File: src/rtl/cpu_ctrl_fsm_v2.sv
// cpu_ctrl_fsm_v2: Moore control FSM for the 16-bit SIMPLE-RISC datapath.
// Sequences fetch, decode, ALU ops, LDR/STR, conditional branch, BL/BX/BLX.
// Memory read latency is set by MEM_LAT through a wait-state counter.
// Optional build macro CPU_CTRL_TRAP_EN: undefined instructions park in a
// sticky trap (halted=1) instead of retiring as a one-cycle NOP.
//
// state    | meaning
// ---------+--------------------------------------------------------------
// RST      | reset PC, then start fetching
// IF1      | instruction read pending, held MEM_LAT cycles
// IF2      | read data valid, capture into IR
// UPD_PC   | PC <= PC+1
// DECODE   | dispatch on opcode/op
// MOVI     | Rn <= sximm8
// GET_A    | A <= Rn
// GET_B    | B <= Rm
// EXEC     | C <= ALU result (status for CMP)
// WB       | Rd <= C
// LD_A     | A <= Rn (LDR base)
// LD_C     | C <= Rn + sximm5
// LD_ADDR  | address register <= C
// LD_MEM   | data read pending, held MEM_LAT cycles
// LD_WB    | Rd <= mdata
// ST_A     | A <= Rn (STR base)
// ST_C     | C <= Rn + sximm5
// ST_ADDR  | address register <= C
// ST_B     | B <= Rd (store data)
// ST_PASS  | C <= B (pass-through)
// ST_MEM   | memory write
// BR       | conditional branch to PC+sximm8
// BL       | link PC into Rn and branch
// BX_B     | B <= Rd (target)
// BX_C     | C <= B
// BX_J     | PC <= C, BLX also links into Rn
// HALT     | stopped until reset
// UNDEF    | undefined instruction (NOP or sticky trap)

module cpu_ctrl_fsm_v2 #(
  parameter int MEM_LAT = 1,
  parameter int CNT_W   = $clog2(MEM_LAT + 1)
) (
  input  logic       clk,
  input  logic       reset,
  input  logic [2:0] opcode,
  input  logic [1:0] op,
  input  logic [2:0] cond,
  input  logic       Z,
  input  logic       N,
  input  logic       V,
  output logic [2:0] nsel,
  output logic [1:0] vsel,
  output logic       write,
  output logic       loada,
  output logic       loadb,
  output logic       loadc,
  output logic       loads,
  output logic       asel,
  output logic       bsel,
  output logic       load_ir,
  output logic       load_pc,
  output logic       reset_pc,
  output logic       load_addr,
  output logic       addr_sel,
  output logic [1:0] pc_sel,
  output logic [1:0] mem_cmd,
  output logic       halted
);

  typedef enum logic [4:0] {
    S_RST, S_IF1, S_IF2, S_UPD_PC, S_DECODE, S_MOVI,
    S_GET_A, S_GET_B, S_EXEC, S_WB,
    S_LD_A, S_LD_C, S_LD_ADDR, S_LD_MEM, S_LD_WB,
    S_ST_A, S_ST_C, S_ST_ADDR, S_ST_B, S_ST_PASS, S_ST_MEM,
    S_BR, S_BL, S_BX_B, S_BX_C, S_BX_J,
    S_HALT, S_UNDEF
  } state_t;

  localparam logic [2:0] NSEL_RN = 3'b100;
  localparam logic [2:0] NSEL_RD = 3'b010;
  localparam logic [2:0] NSEL_RM = 3'b001;

  localparam logic [1:0] VSEL_MDATA = 2'b00;
  localparam logic [1:0] VSEL_IMM   = 2'b01;
  localparam logic [1:0] VSEL_PC    = 2'b10;
  localparam logic [1:0] VSEL_C     = 2'b11;

  localparam logic [1:0] PC_INC = 2'b00;
  localparam logic [1:0] PC_REL = 2'b01;
  localparam logic [1:0] PC_REG = 2'b10;

  localparam logic [1:0] MEM_NONE  = 2'b00;
  localparam logic [1:0] MEM_WRITE = 2'b01;
  localparam logic [1:0] MEM_READ  = 2'b10;

  localparam logic [CNT_W-1:0] CNT_LAST = CNT_W'(MEM_LAT - 1);

  state_t           state;
  state_t           state_next;
  logic [CNT_W-1:0] cnt;
  logic [CNT_W-1:0] cnt_next;
  logic             wait_done;
  logic             br_taken;
  logic             is_cmp;
  logic             is_pass_a;

  assign wait_done = (cnt == CNT_LAST);
  assign is_cmp    = (opcode == 3'b101) && (op == 2'b01);
  // MOV-reg and MVN route B straight through, so the A operand is masked.
  assign is_pass_a = ((opcode == 3'b110) && (op == 2'b00)) ||
                     ((opcode == 3'b101) && (op == 2'b11));

  // Branch condition evaluation from the status flags.
  always_comb begin
    br_taken = 1'b0;
    case (cond)
      3'b000:  br_taken = 1'b1;
      3'b001:  br_taken = Z;
      3'b010:  br_taken = ~Z;
      3'b011:  br_taken = N ^ V;
      3'b100:  br_taken = (N ^ V) | Z;
      default: br_taken = 1'b0;
    endcase
  end

  // State and wait counter registers; synchronous reset overrides everything.
  always_ff @(posedge clk) begin
    if (reset) begin
      state <= S_RST;
      cnt   <= '0;
    end else begin
      state <= state_next;
      cnt   <= cnt_next;
    end
  end

  // Wait counter: counts only while a wait state loops on itself, so it
  // restarts from zero on every entry and stops at MEM_LAT-1.
  always_comb begin
    cnt_next = '0;
    if (((state == S_IF1) || (state == S_LD_MEM)) && (state_next == state))
      cnt_next = cnt + CNT_W'(1);
  end

  // Next-state logic and Moore outputs.
  always_comb begin
    state_next = state;
    nsel       = NSEL_RM;
    vsel       = VSEL_C;
    write      = 1'b0;
    loada      = 1'b0;
    loadb      = 1'b0;
    loadc      = 1'b0;
    loads      = 1'b0;
    asel       = 1'b0;
    bsel       = 1'b0;
    load_ir    = 1'b0;
    load_pc    = 1'b0;
    reset_pc   = 1'b0;
    load_addr  = 1'b0;
    addr_sel   = 1'b0;
    pc_sel     = PC_INC;
    mem_cmd    = MEM_NONE;
    halted     = 1'b0;

    case (state)
      S_RST: begin
        reset_pc   = 1'b1;
        load_pc    = 1'b1;
        state_next = S_IF1;
      end

      S_IF1: begin
        addr_sel = 1'b1;
        mem_cmd  = MEM_READ;
        if (wait_done) state_next = S_IF2;
      end

      S_IF2: begin
        addr_sel   = 1'b1;
        mem_cmd    = MEM_READ;
        load_ir    = 1'b1;
        state_next = S_UPD_PC;
      end

      S_UPD_PC: begin
        load_pc    = 1'b1;
        pc_sel     = PC_INC;
        state_next = S_DECODE;
      end

      S_DECODE: begin
        case (opcode)
          3'b110: begin
            if (op == 2'b10)      state_next = S_MOVI;
            else if (op == 2'b00) state_next = S_GET_B;
            else                  state_next = S_UNDEF;
          end
          3'b101: state_next = (op == 2'b11) ? S_GET_B : S_GET_A;
          3'b011: state_next = (op == 2'b00) ? S_LD_A : S_UNDEF;
          3'b100: state_next = (op == 2'b00) ? S_ST_A : S_UNDEF;
          3'b001: state_next = (op == 2'b00) ? S_BR : S_UNDEF;
          3'b010: begin
            if (op == 2'b11)                       state_next = S_BL;
            else if ((op == 2'b00) || (op == 2'b10)) state_next = S_BX_B;
            else                                   state_next = S_UNDEF;
          end
          3'b111:  state_next = S_HALT;
          default: state_next = S_UNDEF;
        endcase
      end

      S_MOVI: begin
        write      = 1'b1;
        nsel       = NSEL_RN;
        vsel       = VSEL_IMM;
        state_next = S_IF1;
      end

      S_GET_A: begin
        loada      = 1'b1;
        nsel       = NSEL_RN;
        state_next = S_GET_B;
      end

      S_GET_B: begin
        loadb      = 1'b1;
        nsel       = NSEL_RM;
        state_next = S_EXEC;
      end

      S_EXEC: begin
        loadc      = 1'b1;
        asel       = is_pass_a;
        loads      = is_cmp;
        state_next = is_cmp ? S_IF1 : S_WB;
      end

      S_WB: begin
        write      = 1'b1;
        nsel       = NSEL_RD;
        vsel       = VSEL_C;
        state_next = S_IF1;
      end

      S_LD_A: begin
        loada      = 1'b1;
        nsel       = NSEL_RN;
        state_next = S_LD_C;
      end

      S_LD_C: begin
        loadc      = 1'b1;
        bsel       = 1'b1;
        state_next = S_LD_ADDR;
      end

      S_LD_ADDR: begin
        load_addr  = 1'b1;
        state_next = S_LD_MEM;
      end

      S_LD_MEM: begin
        mem_cmd  = MEM_READ;
        addr_sel = 1'b0;
        if (wait_done) state_next = S_LD_WB;
      end

      // Read stays asserted so mdata is still driven during the write-back.
      S_LD_WB: begin
        mem_cmd    = MEM_READ;
        write      = 1'b1;
        nsel       = NSEL_RD;
        vsel       = VSEL_MDATA;
        state_next = S_IF1;
      end

      S_ST_A: begin
        loada      = 1'b1;
        nsel       = NSEL_RN;
        state_next = S_ST_C;
      end

      S_ST_C: begin
        loadc      = 1'b1;
        bsel       = 1'b1;
        state_next = S_ST_ADDR;
      end

      S_ST_ADDR: begin
        load_addr  = 1'b1;
        state_next = S_ST_B;
      end

      S_ST_B: begin
        loadb      = 1'b1;
        nsel       = NSEL_RD;
        state_next = S_ST_PASS;
      end

      S_ST_PASS: begin
        loadc      = 1'b1;
        asel       = 1'b1;
        state_next = S_ST_MEM;
      end

      S_ST_MEM: begin
        mem_cmd    = MEM_WRITE;
        state_next = S_IF1;
      end

      S_BR: begin
        if (br_taken) begin
          load_pc = 1'b1;
          pc_sel  = PC_REL;
        end
        state_next = S_IF1;
      end

      // PC already holds PC+1 from UPD_PC, which is the link value.
      S_BL: begin
        write      = 1'b1;
        nsel       = NSEL_RN;
        vsel       = VSEL_PC;
        load_pc    = 1'b1;
        pc_sel     = PC_REL;
        state_next = S_IF1;
      end

      S_BX_B: begin
        loadb      = 1'b1;
        nsel       = NSEL_RD;
        state_next = S_BX_C;
      end

      S_BX_C: begin
        loadc      = 1'b1;
        asel       = 1'b1;
        state_next = S_BX_J;
      end

      S_BX_J: begin
        load_pc = 1'b1;
        pc_sel  = PC_REG;
        if (op == 2'b10) begin
          write = 1'b1;
          nsel  = NSEL_RN;
          vsel  = VSEL_PC;
        end
        state_next = S_IF1;
      end

      S_HALT: begin
        halted     = 1'b1;
        state_next = S_HALT;
      end

      S_UNDEF: begin
`ifdef CPU_CTRL_TRAP_EN
        halted     = 1'b1;
        state_next = S_UNDEF;
`else
        state_next = S_IF1;
`endif
      end

      default: state_next = S_RST;
    endcase
  end

endmodule

File: config.mk
export PLATFORM = sky130hd
export DESIGN_NAME = cpu_ctrl_fsm_v2
export DESIGN_NICKNAME = d
export VERILOG_FILES = /design/src/rtl/cpu_ctrl_fsm_v2.sv
export SDC_FILE = /design/constraint.sdc
export NUM_CORES = 1
export LEC_CHECK = 0
export ABC_AREA = 1
export BUFFER_PORTS_ARGS = -buffer_cell sky130_fd_sc_hd__buf_4
export CORE_UTILIZATION = 50
export DETAILED_ROUTE_END_ITERATION = 10
export PLACE_DENSITY_LB_ADDON = 0.1
export SYNTH_ARGS = -nofsm -noshare
export SYNTH_HDL_FRONTEND = slang
export SYNTH_SLANG_ARGS = --single-unit
File: constraint.sdc
create_clock -name clk -period 1.5 [get_ports clk]
set_input_delay 0.075 -clock clk [delete_from_list [all_inputs] [get_ports clk]]
set_output_delay 0.075 -clock clk [all_outputs]
set_load 0.05 [all_outputs]
==> impl_metrics.env, run 1 <==
export IMPL_synth_nets=217
export IMPL_grt_repair_worst_endpoint="nsel[0]"
export IMPL_grt_max_degree=15
export IMPL_io_buffers=34
export IMPL_cts_buffers=3
export IMPL_yosys_warnings=0
export IMPL_track_usage=0.7658
export IMPL_gp_congestion=1.080
export IMPL_rows=15
export IMPL_io_pins=35
export IMPL_die_h_um=46.83
export IMPL_synth_cell_types=23
export IMPL_outcome="aborted with a tool error"
export IMPL_root_buffer="clkbuf_4"
export IMPL_error="[ERROR GRT-0232] Routing congestion too high. Check the congestion heatmap in the GUI."
export IMPL_cts_max_path_buffers=2
export IMPL_ys_seq_elements=6
export IMPL_postPlaceCellArea_sq_um=1403
export IMPL_grt_overflow=57
export IMPL_ys_seq_area_frac=0.1196
export IMPL_die_w_um=46.83
export IMPL_cts_htree_levels=1
export IMPL_endpoint_type="primary output"
export IMPL_syn_area_sq_um=1005
export IMPL_dp_cells=264
export IMPL_syn_inst=204
export IMPL_stop_stage="5_1_grt"
export IMPL_hpwl_um=2775
export IMPL_clock_sinks=6
export IMPL_avgSynthCellArea_sq_um=4.925
export IMPL_initial_core_util=0.5576
-- through the flow --
step / util / setup WS [ps] / TNS, ps / hold slack (ps)
floorplan: - / -325.2 / -608.2 / 134.4
global placement: 0.7785 / 29.17 / 0 / 254.9
detailed placement: 0.7785 / -7.878 / -7.878 / 262.6
CTS: 0.8618 / -138.8 / -1432 / 263.0
-- repair_timing --
item / in CTS
buffers inserted: 6
resized for setup: 25
endpoints found under the setup margin: 16
gates cloned: 0
pin swaps: 7
hold endpoints to repair: 2
hold buffers: 1
-- logic make-up after synthesis --
group,Yosys count,share of synthesized area
buf+inv,38,0.1444
compound gates,25,0.1345
simple gates,132,0.5803
other cells,1,0.003732
flops,6,0.1196
xor+xnor,2,0.01744
-- cell usage after synthesis --
cell type,n,area share
nor2_2,3,0.019
buf_2,2,0.010
o21ai_0,14,0.070
nor3_4,1,0.016
nor4_2,1,0.012
nor3_1,4,0.020
nand2_2,1,0.0062
a21oi_1,7,0.035
xor2_1,1,0.0087
inv_1,31,0.12
nand4_1,4,0.025
nor2_4,1,0.011
xnor2_1,1,0.0087
o2111ai_1,1,0.0087
o211ai_1,2,0.015
dfxtp_1,6,0.12
nand3_1,27,0.13
nor2_1,33,0.12
conb_1,1,0.0037
a31oi_1,1,0.0062
nand2_1,57,0.21
clkbuf_1,1,0.0037
inv_2,4,0.015
-- layer usage --
layer / global-route usage / overflow
met5: 0.07500 / 0
met4: 0.9486 / 23
met3: 0.4846 / 0
met2: 1.031 / 34
met1: 0.7044 / 0
==> run 2: changes to the inputs <==
--- a/config.mk
+++ b/config.mk
@@ -7,9 +7,10 @@
 export LEC_CHECK = 0
 export ABC_AREA = 1
 export BUFFER_PORTS_ARGS = -buffer_cell sky130_fd_sc_hd__buf_4
-export CORE_UTILIZATION = 50
+export CORE_AREA = 2 2 63 65
 export DETAILED_ROUTE_END_ITERATION = 10
-export PLACE_DENSITY_LB_ADDON = 0.1
+export DIE_AREA = 0 0 65 67
+export PLACE_DENSITY_LB_ADDON = 0.15
 export SYNTH_ARGS = -nofsm -noshare
 export SYNTH_HDL_FRONTEND = slang
 export SYNTH_SLANG_ARGS = --single-unit
==> run 2 against run 1 <==
The flow now finishes, with violations (setup timing). Synthesized cell count did not move. Area after synthesis stayed put.
==> impl_metrics.env, run 2 <==
export IMPL_outcome="complete, but fails checks"
export IMPL_violations="setup timing"
export IMPL_critical_path_class="register to output port"
export IMPL_avgSynthCellArea_sq_um=4.925
export IMPL_cts_max_path_buffers=2
export IMPL_rows=22
export IMPL_io_buffers=34
export IMPL_ys_seq_area_frac=0.1196
export IMPL_clock_latency_ps=220
export IMPL_final_common_cell="nand2_1"
export IMPL_synth_nets=217
export IMPL_grt_pass1_wl_um=5561
export IMPL_gp_congestion=0.9086
export IMPL_grt_pass1_vias=1270
export IMPL_die_h_um=67
export IMPL_cp_depth=9
export IMPL_io_pins=35
export IMPL_vias=1457
export IMPL_yosys_top_cells_count="nand2_1 (57), nor2_1 (33), inv_1 (31)"
export IMPL_timing_fmax_mhz=609.7
export IMPL_rsz0062_at_grt="true"
export IMPL_setup_violations=8
export IMPL_slowest_delay_ps=380
export IMPL_path_cells="inv_4 > nor2_4 > buf_6 > nand3_4 > clkinvlp_4 > nand2_2 > inv_1 > nor4_4 > buf_6"
export IMPL_area_growth_pct=84.68
export IMPL_hold_viol_final=0
export IMPL_syn_inst=204
export IMPL_p_seq_frac=0.168
export IMPL_cp_slowest_cell="dfxtp_4"
export IMPL_grt_overflow=0
export IMPL_first_iter_violations=68
export IMPL_path_max_fanout=6
export IMPL_antenna_cells=0
export IMPL_core_sq_um=3606
export IMPL_crit_top_cell="buf_6"
export IMPL_timing_hold_ws_ps=32.72
export IMPL_drc=0
export IMPL_fin_cells=311
export IMPL_clock_sinks=6
export IMPL_period_minus_slack_ps=1640
export IMPL_largest_reg_flops=5
export IMPL_p_sw_frac=0.4711
export IMPL_yosys_warnings=0
export IMPL_dieArea_sq_um=4355
export IMPL_clkTransAtPathRegs_ps=40
export IMPL_cts_htree_levels=1
export IMPL_cts_tree="done"
export IMPL_antenna_found_initial=0
export IMPL_synth_area_leaders="nand2_1 (21%), nand3_1 (13%), nor2_1 (12%)"
export IMPL_grt_max_degree=10
export IMPL_skew_ps=1.755
export IMPL_p_leak_nw=0.9855
export IMPL_cp_arrival_ps=1570
export IMPL_dp_cells=299
export IMPL_ff2ff_path_depth=12
export IMPL_hold_path_depth=2
export IMPL_path_buf_inv=5
export IMPL_p_sw_w=0.0006168
export IMPL_synth_ff_type="dfxtp_1"
export IMPL_fin_ws_ps=-140.2
export IMPL_hold_class="input pin to register"
export IMPL_track_usage=0.1632
export IMPL_synth_edff_count=0
export IMPL_top_register="state"
export IMPL_p_per_area_nw_per_um2=705.5
export IMPL_synth_cell_types=23
export IMPL_initial_core_util=0.2786
export IMPL_finalMaxSlewViolations=0
export IMPL_path_delay_family="buffers and inverters"
export IMPL_viasPerCell=4.685
export IMPL_p_int_w=0.0006924
export IMPL_die_w_um=65
export IMPL_finalCritPeriodShare=1.093
export IMPL_wire_per_inst_um=11.37
export IMPL_async_flop_share=0
export IMPL_cp_end_kind="output port"
export IMPL_wl_um=3536
export IMPL_final_cell_mix="nand2_1 (47), buf_4 (36), nor2_1 (26), inv_1 (23), nand3_1 (19)"
export IMPL_drv_cap=0
export IMPL_syn_area_sq_um=1005
export IMPL_post_route_cell_area_sq_um=1856
export IMPL_drive_gt1_frac=0.4411
export IMPL_top_regs="state x5, cnt x1"
export IMPL_root_buffer="clkbuf_8"
export IMPL_cts_buffers=3
export IMPL_ir_drop_uv=434.4
export IMPL_yosysTopAreaCell="nand2_1"
export IMPL_synth_most_common_cell="nand2_1"
export IMPL_drtAntennaViolNets=0
export IMPL_worstSetupStartpointType="register"
export IMPL_total_power_w=0.001309
export IMPL_ys_seq_elements=6
export IMPL_postPlaceCellArea_sq_um=1509
export IMPL_hpwl_um=2888
export IMPL_drtPass1Iterations=4
export IMPL_clkPwrFrac=0.191
export IMPL_cp_required_ps=1420
export IMPL_netlist_area_leader_share=0.2130
export IMPL_pwr_share_comb=0.641
export IMPL_finalNetCount=277
-- run 2: cell counts after synthesis --
No cell type changed its count.
-- run 2: logic make-up after synthesis --
kind of cell,Yosys count,synth area share
and+or+nand+nor,132,0.5803
buffers and inverters,38,0.1444
AOI/OAI and AO/OA,25,0.1345
DFF,6,0.1196
xor gates and xnor gates,2,0.01744
other,1,0.003732
-- run 2: cell type report --
| cell class | count | area, sq um |
|---|---|---|
| multi-input combinational | 160 | 928.4 |
| inverter | 35 | 145.1 |
| tap | 48 | 60.06 |
| timing repair buffer | 58 | 540.5 |
| fill | 381 | 1750 |
| clock buffer | 4 | 45.04 |
| sequential | 6 | 136.4 |
-- run 2: routing by layer --
layer,track usage,vias up,part of all wire
met2,0.2887,49,0.50
li1,-,771,-
met3,0.02703,4,0.046
met5,0,-,0
met4,0.04255,0,0.012
met1,0.2038,633,0.44
-- run 2: worst paths after layout --
check	startpoint	endpoint	slack [ps]
worst max-delay path	state[3]	nsel[0]	-140
worst min-delay path	reset	state[3]	30
worst max register to register	state[3]	state[0]	100
worst min register to register	cnt	state[0]	660
-- run 2: timing repair --
item / CTS / global route
hold buffers: 0 / 0
buffers inserted: 3 / 7
cloned: 0 / 0
gates resized for setup: 19 / 56
pin swaps: 1 / 8
setup endpoints to repair: 14 / 22
-- run 2: power by group through the flow --
| stage | Clock (W) | Combinational [W] | Sequential, W |
|---|---|---|---|
| after floorplan | 0 | 0.000469 | 0.000202 |
| after global placement | 0 | 0.000707 | 0.000205 |
| after detailed placement | 0 | 0.000704 | 0.000207 |
| after CTS | 0.000263 | 0.000722 | 0.000210 |
| after global routing | 0.000268 | 0.000899 | 0.000226 |
| final | 0.000250 | 0.000840 | 0.000219 |
-- run 2: stage by stage --
| step | util | TNS [ps] | setup slack [ps] |
|---|---|---|---|
| finish | 0.5146 | -688.1 | -140.2 |
| CTS | 0.4525 | -1071 | -131.4 |
| floorplan | - | -608.2 | -325.2 |
| detailed placement | 0.4185 | 0 | 31.89 |
| global route | 0.5146 | -1915 | -255.8 |
| global placement | 0.4185 | 0 | 60.07 |
No activity file was read; power rests on OpenSTA's default activity.
